[src/rtl/reg_cmd_engine.sv]
// reg_cmd_engine: turns a command byte stream into register write strobes and
// register reads. Read data is streamed back as reply bytes. Partial frames and
// stalled reads are abandoned after TIMEOUT idle cycles.
module reg_cmd_engine #(
  parameter int unsigned ADDR_WIDTH = 7,
  parameter int unsigned DATA_BYTES = 1,
  parameter int unsigned TIMEOUT    = 1023
) (
  input  logic                    clk,
  input  logic                    reset_n,
  input  logic [7:0]              cmd_in,
  input  logic                    cmd_wr,
  output logic                    cmd_ready,
  output logic [ADDR_WIDTH-1:0]   reg_addr,
  output logic [8*DATA_BYTES-1:0] reg_wdata,
  output logic                    reg_wr,
  output logic                    reg_rd,
  input  logic [8*DATA_BYTES-1:0] reg_rdata,
  input  logic                    reg_rd_valid,
  output logic [7:0]              reply_data,
  output logic                    reply_wr,
  input  logic                    reply_full,
  output logic                    err_timeout,
  output logic                    err_overrun
);

  localparam int unsigned DW       = 8 * DATA_BYTES;
  localparam int unsigned CW       = 2;
  localparam int unsigned TW       = (TIMEOUT < 2) ? 1 : $clog2(TIMEOUT + 1);
  localparam int unsigned TMO_LAST = (TIMEOUT == 0) ? 0 : TIMEOUT - 1;
  localparam bit          TMO_EN   = (TIMEOUT != 0);

  localparam logic [CW-1:0] LAST_BYTE = CW'(DATA_BYTES - 1);
  localparam logic [TW-1:0] TMO_END   = TW'(TMO_LAST);

  localparam logic [2:0] S_IDLE    = 3'd0;
  localparam logic [2:0] S_DATA    = 3'd1;
  localparam logic [2:0] S_WRITE   = 3'd2;
  localparam logic [2:0] S_RD_REQ  = 3'd3;
  localparam logic [2:0] S_RD_WAIT = 3'd4;
  localparam logic [2:0] S_REPLY   = 3'd5;

  logic [2:0]            state_q,       state_d;
  logic [ADDR_WIDTH-1:0] addr_q,        addr_d;
  logic [DW-1:0]         wdata_q,       wdata_d;
  logic [DW-1:0]         shift_q,       shift_d;
  logic [CW-1:0]         byte_cnt_q,    byte_cnt_d;
  logic [TW-1:0]         tmo_q,         tmo_d;
  logic                  reg_wr_q,      reg_wr_d;
  logic                  reg_rd_q,      reg_rd_d;
  logic                  cmd_ready_q,   cmd_ready_d;
  logic                  err_timeout_q, err_timeout_d;
  logic                  err_overrun_q, err_overrun_d;

  logic accept;
  logic tmo_hit;

  // Next-state, datapath and registered-output decode
  always_comb begin
    state_d       = state_q;
    addr_d        = addr_q;
    wdata_d       = wdata_q;
    shift_d       = shift_q;
    byte_cnt_d    = byte_cnt_q;
    tmo_d         = tmo_q;
    err_timeout_d = 1'b0;

    accept  = cmd_wr & cmd_ready_q;
    tmo_hit = TMO_EN && (tmo_q == TMO_END);

    case (state_q)
      S_IDLE: begin
        if (accept) begin
          addr_d     = cmd_in[ADDR_WIDTH-1:0];
          byte_cnt_d = '0;
          tmo_d      = '0;
          state_d    = cmd_in[7] ? S_RD_REQ : S_DATA;
        end
      end
      S_DATA: begin
        if (accept) begin
          for (int unsigned i = 0; i < DATA_BYTES; i++) begin
            if (byte_cnt_q == CW'(i)) wdata_d[8*i +: 8] = cmd_in;
          end
          tmo_d = '0;
          if (byte_cnt_q == LAST_BYTE) begin
            byte_cnt_d = '0;
            state_d    = S_WRITE;
          end else begin
            byte_cnt_d = byte_cnt_q + 1'b1;
          end
        end else if (tmo_hit) begin
          // Partial frame is dropped without a write strobe
          byte_cnt_d    = '0;
          tmo_d         = '0;
          err_timeout_d = 1'b1;
          state_d       = S_IDLE;
        end else if (TMO_EN) begin
          tmo_d = tmo_q + 1'b1;
        end
      end
      S_WRITE: begin
        state_d = S_IDLE;
      end
      S_RD_REQ: begin
        tmo_d   = '0;
        state_d = S_RD_WAIT;
      end
      S_RD_WAIT: begin
        if (reg_rd_valid) begin
          shift_d    = reg_rdata;
          byte_cnt_d = '0;
          state_d    = S_REPLY;
        end else if (tmo_hit) begin
          // Host still gets a full-length reply, all 0xFF
          shift_d       = '1;
          byte_cnt_d    = '0;
          tmo_d         = '0;
          err_timeout_d = 1'b1;
          state_d       = S_REPLY;
        end else if (TMO_EN) begin
          tmo_d = tmo_q + 1'b1;
        end
      end
      S_REPLY: begin
        if (!reply_full) begin
          shift_d = shift_q >> 8;
          if (byte_cnt_q == LAST_BYTE) begin
            byte_cnt_d = '0;
            state_d    = S_IDLE;
          end else begin
            byte_cnt_d = byte_cnt_q + 1'b1;
          end
        end
      end
      default: begin
        byte_cnt_d = '0;
        tmo_d      = '0;
        state_d    = S_IDLE;
      end
    endcase

    reg_wr_d      = (state_d == S_WRITE);
    reg_rd_d      = (state_d == S_RD_REQ);
    cmd_ready_d   = (state_d == S_IDLE) || (state_d == S_DATA);
    err_overrun_d = cmd_wr & ~cmd_ready_q;
  end

  // State and datapath registers
  always_ff @(posedge clk or negedge reset_n) begin
    if (!reset_n) begin
      state_q       <= S_IDLE;
      addr_q        <= '0;
      wdata_q       <= '0;
      shift_q       <= '0;
      byte_cnt_q    <= '0;
      tmo_q         <= '0;
      reg_wr_q      <= 1'b0;
      reg_rd_q      <= 1'b0;
      cmd_ready_q   <= 1'b0;
      err_timeout_q <= 1'b0;
      err_overrun_q <= 1'b0;
    end else begin
      state_q       <= state_d;
      addr_q        <= addr_d;
      wdata_q       <= wdata_d;
      shift_q       <= shift_d;
      byte_cnt_q    <= byte_cnt_d;
      tmo_q         <= tmo_d;
      reg_wr_q      <= reg_wr_d;
      reg_rd_q      <= reg_rd_d;
      cmd_ready_q   <= cmd_ready_d;
      err_timeout_q <= err_timeout_d;
      err_overrun_q <= err_overrun_d;
    end
  end

  assign cmd_ready   = cmd_ready_q;
  assign reg_addr    = addr_q;
  assign reg_wdata   = wdata_q;
  assign reg_wr      = reg_wr_q;
  assign reg_rd      = reg_rd_q;
  assign reply_data  = shift_q[7:0];
  // Reply handshake follows the sink directly so a byte moves every free cycle
  assign reply_wr    = (state_q == S_REPLY) && !reply_full;
  assign err_timeout = err_timeout_q;
  assign err_overrun = err_overrun_q;

endmodule

[config.mk]
export PLATFORM = sky130hd
export DESIGN_NAME = reg_cmd_engine
export DESIGN_NICKNAME = d
export VERILOG_FILES = /design/src/rtl/reg_cmd_engine.sv
export SDC_FILE = /design/constraint.sdc
export NUM_CORES = 1
export LEC_CHECK = 0
export CORE_MARGIN = 2
export CORE_UTILIZATION = 35
export CTS_CLUSTER_SIZE = 16
export DETAILED_ROUTE_END_ITERATION = 16
export GPL_TIMING_DRIVEN = 1
export PLACE_DENSITY_LB_ADDON = 0.08
export SKIP_LAST_GASP = 1
export SYNTH_ARGS = -nofsm -noshare
export SYNTH_HDL_FRONTEND = slang
export SYNTH_SLANG_ARGS = --single-unit
[constraint.sdc]
create_clock -name clk -period 4.63 [get_ports clk]
set_input_delay 0.463 -clock clk [delete_from_list [all_inputs] [get_ports clk]]
set_output_delay 0.463 -clock clk [all_outputs]
set_load 0.03 [all_outputs]
==> results_dict.tcl <==
set metrics [dict create \
    io_pins 50 \
    muxShareOfSynthArea 0.0901 \
    holdBufCountCts 0 \
    ys_seq_area_frac 0.538 \
    fin_util 0.478 \
    grt_max_degree 44 \
    wl_um 4160 \
    stdcell_area_um2 2630 \
    final_antenna_net_count 0 \
    die_h_um 79.6 \
    grt_usage 0.145 \
    grt_pass1_wl_um 7070 \
    clk_path_buf_depth 2 \
    synth_top_family_by_area "simple AND/OR/NAND/NOR gates" \
    synth_edf_count 0 \
    numCtsBuffers 5 \
    drt_pre_antenna_iters 4 \
    synth-xor-area-share 0.0263 \
    final_hold_viol_count 0 \
    num-fill-cells 509 \
    critPathArrivalTime_ns 2.27 \
    finalNetCount 244 \
    reg2reg_slack_ns 2.62 \
    clk_latency_ns 0.29 \
    io_buffer_count 49 \
    ys_seq_elements 43 \
    ir_worst_vdd_v 0.000323 \
    syn-num-nets 193 \
    area_growth_pct 31.5 \
    die_w_um 79.6 \
    start_util 0.363 \
    tns_ns 0 \
    end_kind "output port" \
    antenna_found_initial 0 \
    drtIter0Drc 62 \
    cpMaxStageDelayCell "clkdlybuf4s50_1" \
    antenna_cells 0 \
    placed_area_um2 2540 \
    cp_cell_sequence "or2b_2, nor3b_1, clkdlybuf4s50_1" \
    cts_setup_buffers 0 \
    rows 27 \
    setup_violations 0 \
    synth-simple-area-share 0.183 \
    cts.clk_slew.worst_paths_ns 0.08 \
    slew_headroom 0.333 \
    r2r-end "reply_data[4]$_DFFE_PN0P_" \
    cts.sinks 43 \
    wl_per_cell_um 14.3 \
    max_stage_delay_ns 0.72 \
    synth.most_common_cell "dfrtp_1" \
    core_area_um2 5510 \
    dpl.cell_count 284 \
    min_period_ns 2.74 \
    rsz0062_at_grt "false" \
    ys_top_cells_by_count "dfrtp_1, nor2_1, nand2b_1" \
    cts_resized 0 \
    r2r-start "tmo_q[0]$_DFFE_PN0P_" \
    gp_congestion 0.812 \
    drive_gt1_frac 0.114 \
    via_per_inst 5.01 \
    critical_path.startpoint "state_q[2]$_DFF_PN0_" \
    final_cells 291 \
    run_status "complete, no violations" \
    regArea_um2 1080 \
    critPathMaxFanout 11 \
    root_buffer "clkbuf_8" \
    yosys-top-cells-area "dfrtp_1, mux2_1, mux2_2" \
    reg2reg_depth 6 \
    yosysWarningCount 0 \
    worstHoldPathType "in -> async" \
    avgSynthCellArea_um2 11.9 \
    place.detailed.hpwl_um 2960 \
    synth_compound_gate_area_share 0.110 \
    multi_input_area_um2 870 \
    synth_ff_type "dfrtp_1" \
    min_period_over_period 0.591 \
    grt.overflow.total 0 \
    yosysTopAreaCellShare 0.538 \
    grt_pass1_vias 1565 \
    fin_total_pwr_mw 1.69 \
    clock_skew_ns 0.00676 \
    worst-setup-path-type "reg -> out" \
    syn_inst 168 \
    route.detailed.drc 0 \
    synthAdderAreaFrac 0.0250 \
    h-tree-depth 2 \
    dieArea_um2 6340 \
    cp-start-kind "flip-flop" \
    synth.cell_area_um2 2000 \
    leakage_nw 1.08 \
    tightest_slew_ns 0.992 \
    critPathRequiredTime_ns 4.17 \
    synth_area_leader_cell "dfrtp_1" \
    async_reset_ff_frac 1.00 \
    powerDensity_nw_per_um2 642 \
    slew_violations 0 \
    ys_types 44 \
    clock.fmax_mhz 366 \
    vias 1458 \
    cts_tree "built" \
    cap_viol_max_count 0 \
]
kinds of logic (layout without fill, tap and decap cells):
family | Yosys count | count (layout)
DFF | 43 | 43
buffers and inverters | 11 | 62
and+or+nand+nor | 61 | 61
xor gates and xnor gates | 6 | 6
muxes | 16 | 16
adders and majority gates | 4 | 4
AOI/OAI and AO/OA | 27 | 27
metrics by stage:
stage	hold WS, ns	setup slack (ns)
after global routing	0.407	1.75
after global placement	0.468	2.20
after CTS	0.360	1.86
after floorplan	0.167	2.56
final	0.319	1.89
after detailed placement	0.480	2.15
where the power goes:
group | switching, mW | internal, mW | total (mW) | leakage (nW)
sequential | 0.109 | 0.503 | 0.612 | 0.549
clock | 0.122 | 0.117 | 0.239 | 0.0470
combinational | 0.461 | 0.377 | 0.837 | 0.488
total | 0.692 | 0.997 | 1.69 | 1.08
layout make-up:
cell class | count | share of cell area
Sequential cell | 43 | 0.409
Multi-Input combinational cell | 114 | 0.330
Timing Repair Buffer | 49 | 0.184
Tap cell | 72 | 0.0342
Clock buffer | 6 | 0.0314
Inverter | 6 | 0.00856
Clock inverter | 1 | 0.00190
layout by cell type, fill, tap and decap left out, types with 3 or more instances in the layout:
cell and n:
xnor2_1 6, a22o_1 10, a21oi_1 4, mux2_2 8, nand4_1 3, ha_1 4, nand2_1 8, clkdlybuf4s50_1 48
nor3_1 4, nor2_1 12, nand2b_1 11, dfrtp_1 43, nand3_1 4, clkbuf_8 6, inv_1 6, mux2_1 8
flip-flops by register name, summed over array words and instances (netlist names):
name,cells
reg_wdata,8
err_overrun,1
reply_data,8
reg_rd,1
state_q,3
reg_wr,1
err_timeout,1
byte_cnt_q,2
tmo_q,10
reg_addr,7
cmd_ready,1
critical path, delay by kind of cell, from the launching register on:
family,cells,cell delay [ns]
buffers and inverters,1,0.72
and+or+nand+nor,2,0.66
DFF,1,0.61
worst max-delay path by stage:
stage	depth (start not counted)	end	slack [ns]
after global placement	4	reg_addr[2]$_DFFE_PN0P_	2.20
after global routing	3	reply_wr	1.75
final	3	reply_wr	1.89
after floorplan	3	reply_wr	2.56
after detailed placement	4	reg_addr[2]$_DFFE_PN0P_	2.15
after CTS	3	reply_wr	1.86
layer usage:
metal | vias to the layer above | GRT usage | wire length [um]
li1 | 692 | - | -
met1 | 737 | 0.160 | 1760
met2 | 23 | 0.257 | 2170
met3 | 6 | 0.0475 | 163
met4 | 0 | 0.0517 | 62
met5 | - | 0 | 0
(Power assumes the default switching activity.)
